--- config.mk ---
export PLATFORM = sky130hd
export DESIGN_NAME = f2f_tx_framer
export DESIGN_NICKNAME = d
export VERILOG_FILES = /design/src/rtl/f2f_tx_framer.sv
export SDC_FILE = /design/constraint.sdc
export NUM_CORES = 1
export LEC_CHECK = 0
export CORE_MARGIN = 2
export CORE_UTILIZATION = 31
export CTS_CLUSTER_SIZE = 25
export DETAILED_ROUTE_END_ITERATION = 10
export SETUP_SLACK_MARGIN = 0.15
export SYNTH_ARGS = -nofsm -noshare
export SYNTH_HDL_FRONTEND = slang
export SYNTH_SLANG_ARGS = --single-unit
export TNS_END_PERCENT = 20
--- constraint.sdc ---
create_clock -name clk -period 2 [get_ports clk]
set_input_delay 0.3 -clock clk [delete_from_list [all_inputs] [get_ports clk]]
set_output_delay 0.3 -clock clk [all_outputs]
set_load 0.05 [all_outputs]
--- src/rtl/f2f_tx_framer.sv ---
// f2f_tx_framer: TX link framer feeding the F2F LVDS serializer wrapper.
// Ports:
//   clk         system clock, all state on the rising edge
//   reset_n     asynchronous active-low reset
//   link_en     level, 1 = drive lanes and run the link, 0 = tristate lanes
//   retrain     one-cycle pulse, restarts training while in RUN
//   s_data      32-bit payload word
//   s_valid     payload valid
//   s_ready     payload accepted when s_valid && s_ready
//   txdin       registered 40-bit serializer word {header, payload}
//   serd_cmd    registered lane-group tristate controls (1 = tristate)
//   link_up     registered, 1 while in RUN
//   train_done  registered one-cycle pulse on the TRAIN->RUN transition
module f2f_tx_framer #(
    parameter int unsigned TRAIN_CYCLES  = 256,
    parameter logic [7:0]  TRAIN_PATTERN = 8'h5C,
    parameter int unsigned MAX_BURST     = 64,
    parameter logic [7:0]  IDLE_HDR      = 8'hBC,
    parameter logic [3:0]  DATA_TYPE     = 4'hA
) (
    input  logic        clk,
    input  logic        reset_n,
    input  logic        link_en,
    input  logic        retrain,
    input  logic [31:0] s_data,
    input  logic        s_valid,
    output logic        s_ready,
    output logic [39:0] txdin,
    output logic [1:0]  serd_cmd,
    output logic        link_up,
    output logic        train_done
);

    typedef enum logic [1:0] {
        ST_OFF,
        ST_TRAIN,
        ST_RUN
    } state_t;

    localparam logic [15:0] TRAIN_LAST = 16'(TRAIN_CYCLES - 1);
    localparam logic [7:0]  BURST_MAX  = 8'(MAX_BURST);
    localparam logic [39:0] TRAIN_WORD = {5{TRAIN_PATTERN}};
    localparam logic [39:0] IDLE_WORD  = {IDLE_HDR, 32'h0};

    state_t      state_q;
    logic [39:0] txdin_q;
    logic [1:0]  serd_cmd_q;
    logic        link_up_q;
    logic        train_done_q;
    logic [3:0]  seq_q;
    logic [7:0]  burst_cnt_q;
    logic [15:0] train_cnt_q;
    // Set when TRAIN was entered from RUN: the entry cycle still carries
    // the last data/idle word, so one extra cycle is spent before counting
    // so that exactly TRAIN_CYCLES pattern words reach the wire.
    logic        pend_q;

    logic        accept;
    logic [39:0] data_word;

    // Depends on registered state only; no path from s_valid.
    assign s_ready   = (state_q == ST_RUN) && (burst_cnt_q != BURST_MAX);
    assign accept    = s_valid && s_ready;
    assign data_word = {DATA_TYPE, seq_q, s_data};

    assign txdin      = txdin_q;
    assign serd_cmd   = serd_cmd_q;
    assign link_up    = link_up_q;
    assign train_done = train_done_q;

    always_ff @(posedge clk or negedge reset_n) begin
        if (!reset_n) begin
            state_q      <= ST_OFF;
            txdin_q      <= 40'h0;
            serd_cmd_q   <= 2'b11;
            link_up_q    <= 1'b0;
            train_done_q <= 1'b0;
            seq_q        <= 4'h0;
            burst_cnt_q  <= 8'h0;
            train_cnt_q  <= 16'h0;
            pend_q       <= 1'b0;
        end else begin
            train_done_q <= 1'b0;
            case (state_q)
                ST_OFF: begin
                    if (link_en) begin
                        state_q     <= ST_TRAIN;
                        train_cnt_q <= 16'h0;
                        seq_q       <= 4'h0;
                        burst_cnt_q <= 8'h0;
                        pend_q      <= 1'b0;
                        txdin_q     <= TRAIN_WORD;
                        serd_cmd_q  <= 2'b00;
                    end else begin
                        txdin_q    <= 40'h0;
                        serd_cmd_q <= 2'b11;
                    end
                    link_up_q <= 1'b0;
                end

                ST_TRAIN: begin
                    if (!link_en) begin
                        state_q    <= ST_OFF;
                        txdin_q    <= 40'h0;
                        serd_cmd_q <= 2'b11;
                        link_up_q  <= 1'b0;
                        pend_q     <= 1'b0;
                    end else if (pend_q) begin
                        pend_q  <= 1'b0;
                        txdin_q <= TRAIN_WORD;
                    end else if (train_cnt_q == TRAIN_LAST) begin
                        state_q      <= ST_RUN;
                        txdin_q      <= IDLE_WORD;
                        link_up_q    <= 1'b1;
                        train_done_q <= 1'b1;
                    end else begin
                        train_cnt_q <= train_cnt_q + 16'h1;
                        txdin_q     <= TRAIN_WORD;
                    end
                end

                ST_RUN: begin
                    if (!link_en) begin
                        // A word accepted in this cycle is dropped.
                        state_q    <= ST_OFF;
                        txdin_q    <= 40'h0;
                        serd_cmd_q <= 2'b11;
                        link_up_q  <= 1'b0;
                    end else begin
                        if (accept) begin
                            txdin_q <= data_word;
                        end else begin
                            txdin_q <= IDLE_WORD;
                        end
                        if (retrain) begin
                            state_q     <= ST_TRAIN;
                            link_up_q   <= 1'b0;
                            train_cnt_q <= 16'h0;
                            seq_q       <= 4'h0;
                            burst_cnt_q <= 8'h0;
                            pend_q      <= 1'b1;
                        end else if (accept) begin
                            seq_q       <= seq_q + 4'h1;
                            burst_cnt_q <= burst_cnt_q + 8'h1;
                        end else begin
                            burst_cnt_q <= 8'h0;
                        end
                    end
                end

                default: begin
                    state_q    <= ST_OFF;
                    txdin_q    <= 40'h0;
                    serd_cmd_q <= 2'b11;
                    link_up_q  <= 1'b0;
                end
            endcase
        end
    end

endmodule

==> key figures <==
Clock tree
  – CTS root buf: clkbuf_8
  – Worst-skew pair later-pin latency: 360 ps
  – Clk sinks: 73
  – Num CTS Buffers: 9
  – TritonCTS clock tree: yes
  – H-Tree Depth: 3
  – CTS Buffer Depth: 2
  – Clock Pin Slew Worst Setup and Hold Paths: 80 ps

Worst setup path
  – WS Path Type: reg2reg
  – RR Startpoint: train_cnt_q[15]
  – Reg2Reg Setup Slack: -20 ps
  – Critical path startpoint category: flip-flop
  – Crit end category: flip-flop
  – Worst R2R Path Depth: 5
  – Worst EP required: 2230 ps
  – Worst EP arrival: 2250 ps
  – Reg2reg end: train_cnt_q[11]
  – Critical Path Fanout Max: 7

Power
  – Pleak: 2.35 nW
  – Max rail drop VDD: 369 uV
  – Pwr Density: 1050 mW/mm^2

Route
  – DRC: 0
  – WL per Instance: 14.6 um
  – Initial DRC count: 138
  – Metal-1 WL: 3740 um
  – Routed wl met2: 4150 um
  – Final ANT Viol Nets: 0
  – Final wirelength: 8440 um
  – Highest routed layer: met4
  – Wire length on met3: 334 um
  – Vias: 2840
  – Initial DRT Pass Iterations: 4
  – Post-DR vias/cell: 4.92

STA
  – Slew headroom: 0.633
  – FMAX: 495 MHz
  – WHS: 491 ps
  – Final setup vio count: 10
  – Setup ws final: -20.2 ps
  – Fin crit share: 1.01
  – RSZ-0062 raised after global routing: yes
  – Total negative slack: -82.0 ps
  – Period minus WS final: 2020 ps
  – Fin. Hold Viols: 0
  – Slew @ Worst Pin: 550 ps
  – Final Max Tran Viols: 0
  – Clock Skews: 9.41 ps

Logic synthesis
  – Synthesized instance count: 316
  – Post-synth EDFFs: 0
  – Post-Synthesis Cell Area: 0.00334 sq mm
  – Synth Flop Type: dfrtp_1
  – Distinct cell type count after synthesis: 46
  – Synth Net Count: 362
  – Syn_area_per_cell: 10.6 sq um
  – Synth async-reset ratio: 1.00
  – Sequential area share after synthesis: 0.547
  – Synth warn: 0
  – Seq cells post-synth: 73

Final layout
  – Post-layout util: 0.489
  – P&R area growth vs syn: 52.6%
  – Non-filler instance count after layout: 577
  – Ant. Diodes: 0
  – Final Net Count: 482
  – # fillers: 956
  – Share of layout cells above drive strength 1: 0.222

Die
  – Rows: 37
  – I/O Pins: 82
  – Die Height: 108 um
  – Chip width: 108 um
  – Effective utilization at floorplan: 0.321
  – Core footprint: 0.0104 sq mm
  – Die area: 0.0116 sq mm

Placement
  – Port-buffer cells: 81
  – Placed Cells: 551
  – Pre-CTS setup slack: -35.3 ps
  – Post-DP HPWL: 5550 um
  – Routability congestion estimate: 0.854

GRT
  – First-pass GRT wire length: 13900 um
  – Largest net degree at the start of global routing: 74
  – Initial antenna violation count: 0
  – Aggregate global-route resource usage: 0.151
  – Vias in the first global route: 2789
  – Total gr overflow: 0

Run status
  – Status: finished with violations
  – Failing checks: negative setup slack

Hold path
  – HP Class: in2async

Run
  – Maxcap violations: 0
==> worst max path at each step <==
| stage | startpoint | to | slack, ps | cells after the start |
|---|---|---|---|---|
| floorplan | train_cnt_q[8] | train_cnt_q[5] | -60 | 7 |
| global placement | train_cnt_q[12] | train_cnt_q[8] | -4 | 5 |
| detailed placement | train_cnt_q[11] | state_q[1] | -40 | 6 |
| CTS | train_cnt_q[10] | train_cnt_q[10] | 0.3 | 5 |
| global route | train_cnt_q[15] | train_cnt_q[11] | -60 | 5 |
| finish | train_cnt_q[15] | train_cnt_q[11] | -20 | 5 |
==> synthesized netlist by cell type (3+ instances only) <==
cell type | count | share of area
a21o_1 | 18 | 0.040
and4_1 | 3 | 0.0079
nand4_1 | 8 | 0.015
xor2_1 | 6 | 0.016
ha_1 | 9 | 0.034
o211ai_1 | 4 | 0.0090
nor2_1 | 18 | 0.020
dfrtp_1 | 72 | 0.54
nor4_1 | 4 | 0.0075
nor3_1 | 7 | 0.010
or3_1 | 5 | 0.0094
nand2b_1 | 11 | 0.021
and3_1 | 4 | 0.0075
nand2_1 | 20 | 0.022
o21ai_0 | 8 | 0.012
o21ai_1 | 3 | 0.0045
clkbuf_1 | 10 | 0.011
a21oi_1 | 10 | 0.015
or4_1 | 4 | 0.0090
a31oi_1 | 24 | 0.045
inv_1 | 12 | 0.013
nand3_1 | 9 | 0.013
buf_2 | 3 | 0.0045
and2_1 | 17 | 0.032
==> per-stage QoR <==
stage | total power (W) | cell area, sq um
final | 0.00534 | 5100
after CTS | 0.00524 | 4870
after global routing | 0.00564 | 5100
after global placement | 0.00395 | 4540
after floorplan | 0.00318 | 3350
after detailed placement | 0.00398 | 4540
==> layer usage <==
metal / up-vias / GRT usage
met5: - / 0
met4: 0 / 0.0604
met3: 21 / 0.0345
met2: 68 / 0.233
met1: 1380 / 0.205
li1: 1371 / -
==> cell families after synthesis <==
family | count (synthesis) | share of synthesized area
simple gates | 120 | 0.206
fa+ha+maj | 9 | 0.0337
xor+xnor | 7 | 0.0183
compound gates | 75 | 0.148
flops | 73 | 0.547
mux | 2 | 0.00599
buf+inv | 30 | 0.0416
==> state kept, by name, indices dropped and copies added, names as in the netlist <==
name         cells
train_cnt_q     16
state_q          2
link_up          1
train_done       1
pend_q           1
txdin           39
serd_cmd         1
seq_q            4
burst_cnt_q      8
==> critical path, cell delays in order, from the launching register on <==
cell and delay [ps]:
dfrtp_1 390, or4_4 550, or4_4 580, buf_6 170, a31oi_1 150, a31oi_1 60
==> cell type report <==
type / count / area (sq um) / share of cell area
Timing Repair Buffer: 127 / 1240 / 0.242
Multi-Input combinational cell: 213 / 1630 / 0.319
Inverter: 12 / 45.0 / 0.00883
Clock inverter: 7 / 70.1 / 0.0137
Sequential cell: 73 / 1830 / 0.359
Clock buffer: 9 / 124 / 0.0243
Tap cell: 136 / 170 / 0.0334
==> where the power goes <==
part / total (W) / switching, W / internal [W]
Sequential: 0.00188 / 0.000153 / 0.00173
Combinational: 0.00229 / 0.00140 / 0.000887
Clock: 0.00117 / 0.000593 / 0.000576
==> layout by cell type (no fill, tap or decap), types with 4 or more instances in the layout <==
master           netlist  final
a21o_1                18     17
a21oi_1               10      7
a31oi_1               24     16
a31oi_4                0      5
and2_1                17     17
and3_1                 4      4
buf_4                  2     34
buf_6                  2      8
clkbuf_8               0      9
clkdlybuf4s50_1        0     72
dfrtp_1               72     72
dlymetal6s2s_1         0      5
ha_1                   9      6
inv_1                 12      9
nand2_1               20     20
nand2b_1              11     11
nand3_1                9      9
nand4_1                8      8
nor2_1                18     17
nor3_1                 7      6
nor4_4                 1      4
o211ai_1               4      4
o21ai_0                8      7
or3_1                  5      5
xor2_1                 6      6
==> what timing repair did <==
| item | in CTS | in global routing |
|---|---|---|
| buffers inserted | 6 | 1 |
| pin swaps | 8 | 11 |
| gates cloned | 1 | 1 |
| endpoints found under the hold margin | 72 | 0 |
| setup endpoints to repair | 65 | 72 |
| resized for setup | 18 | 43 |
| hold buffers | 1 | 0 |
No activity file was read; power rests on OpenSTA's default activity.
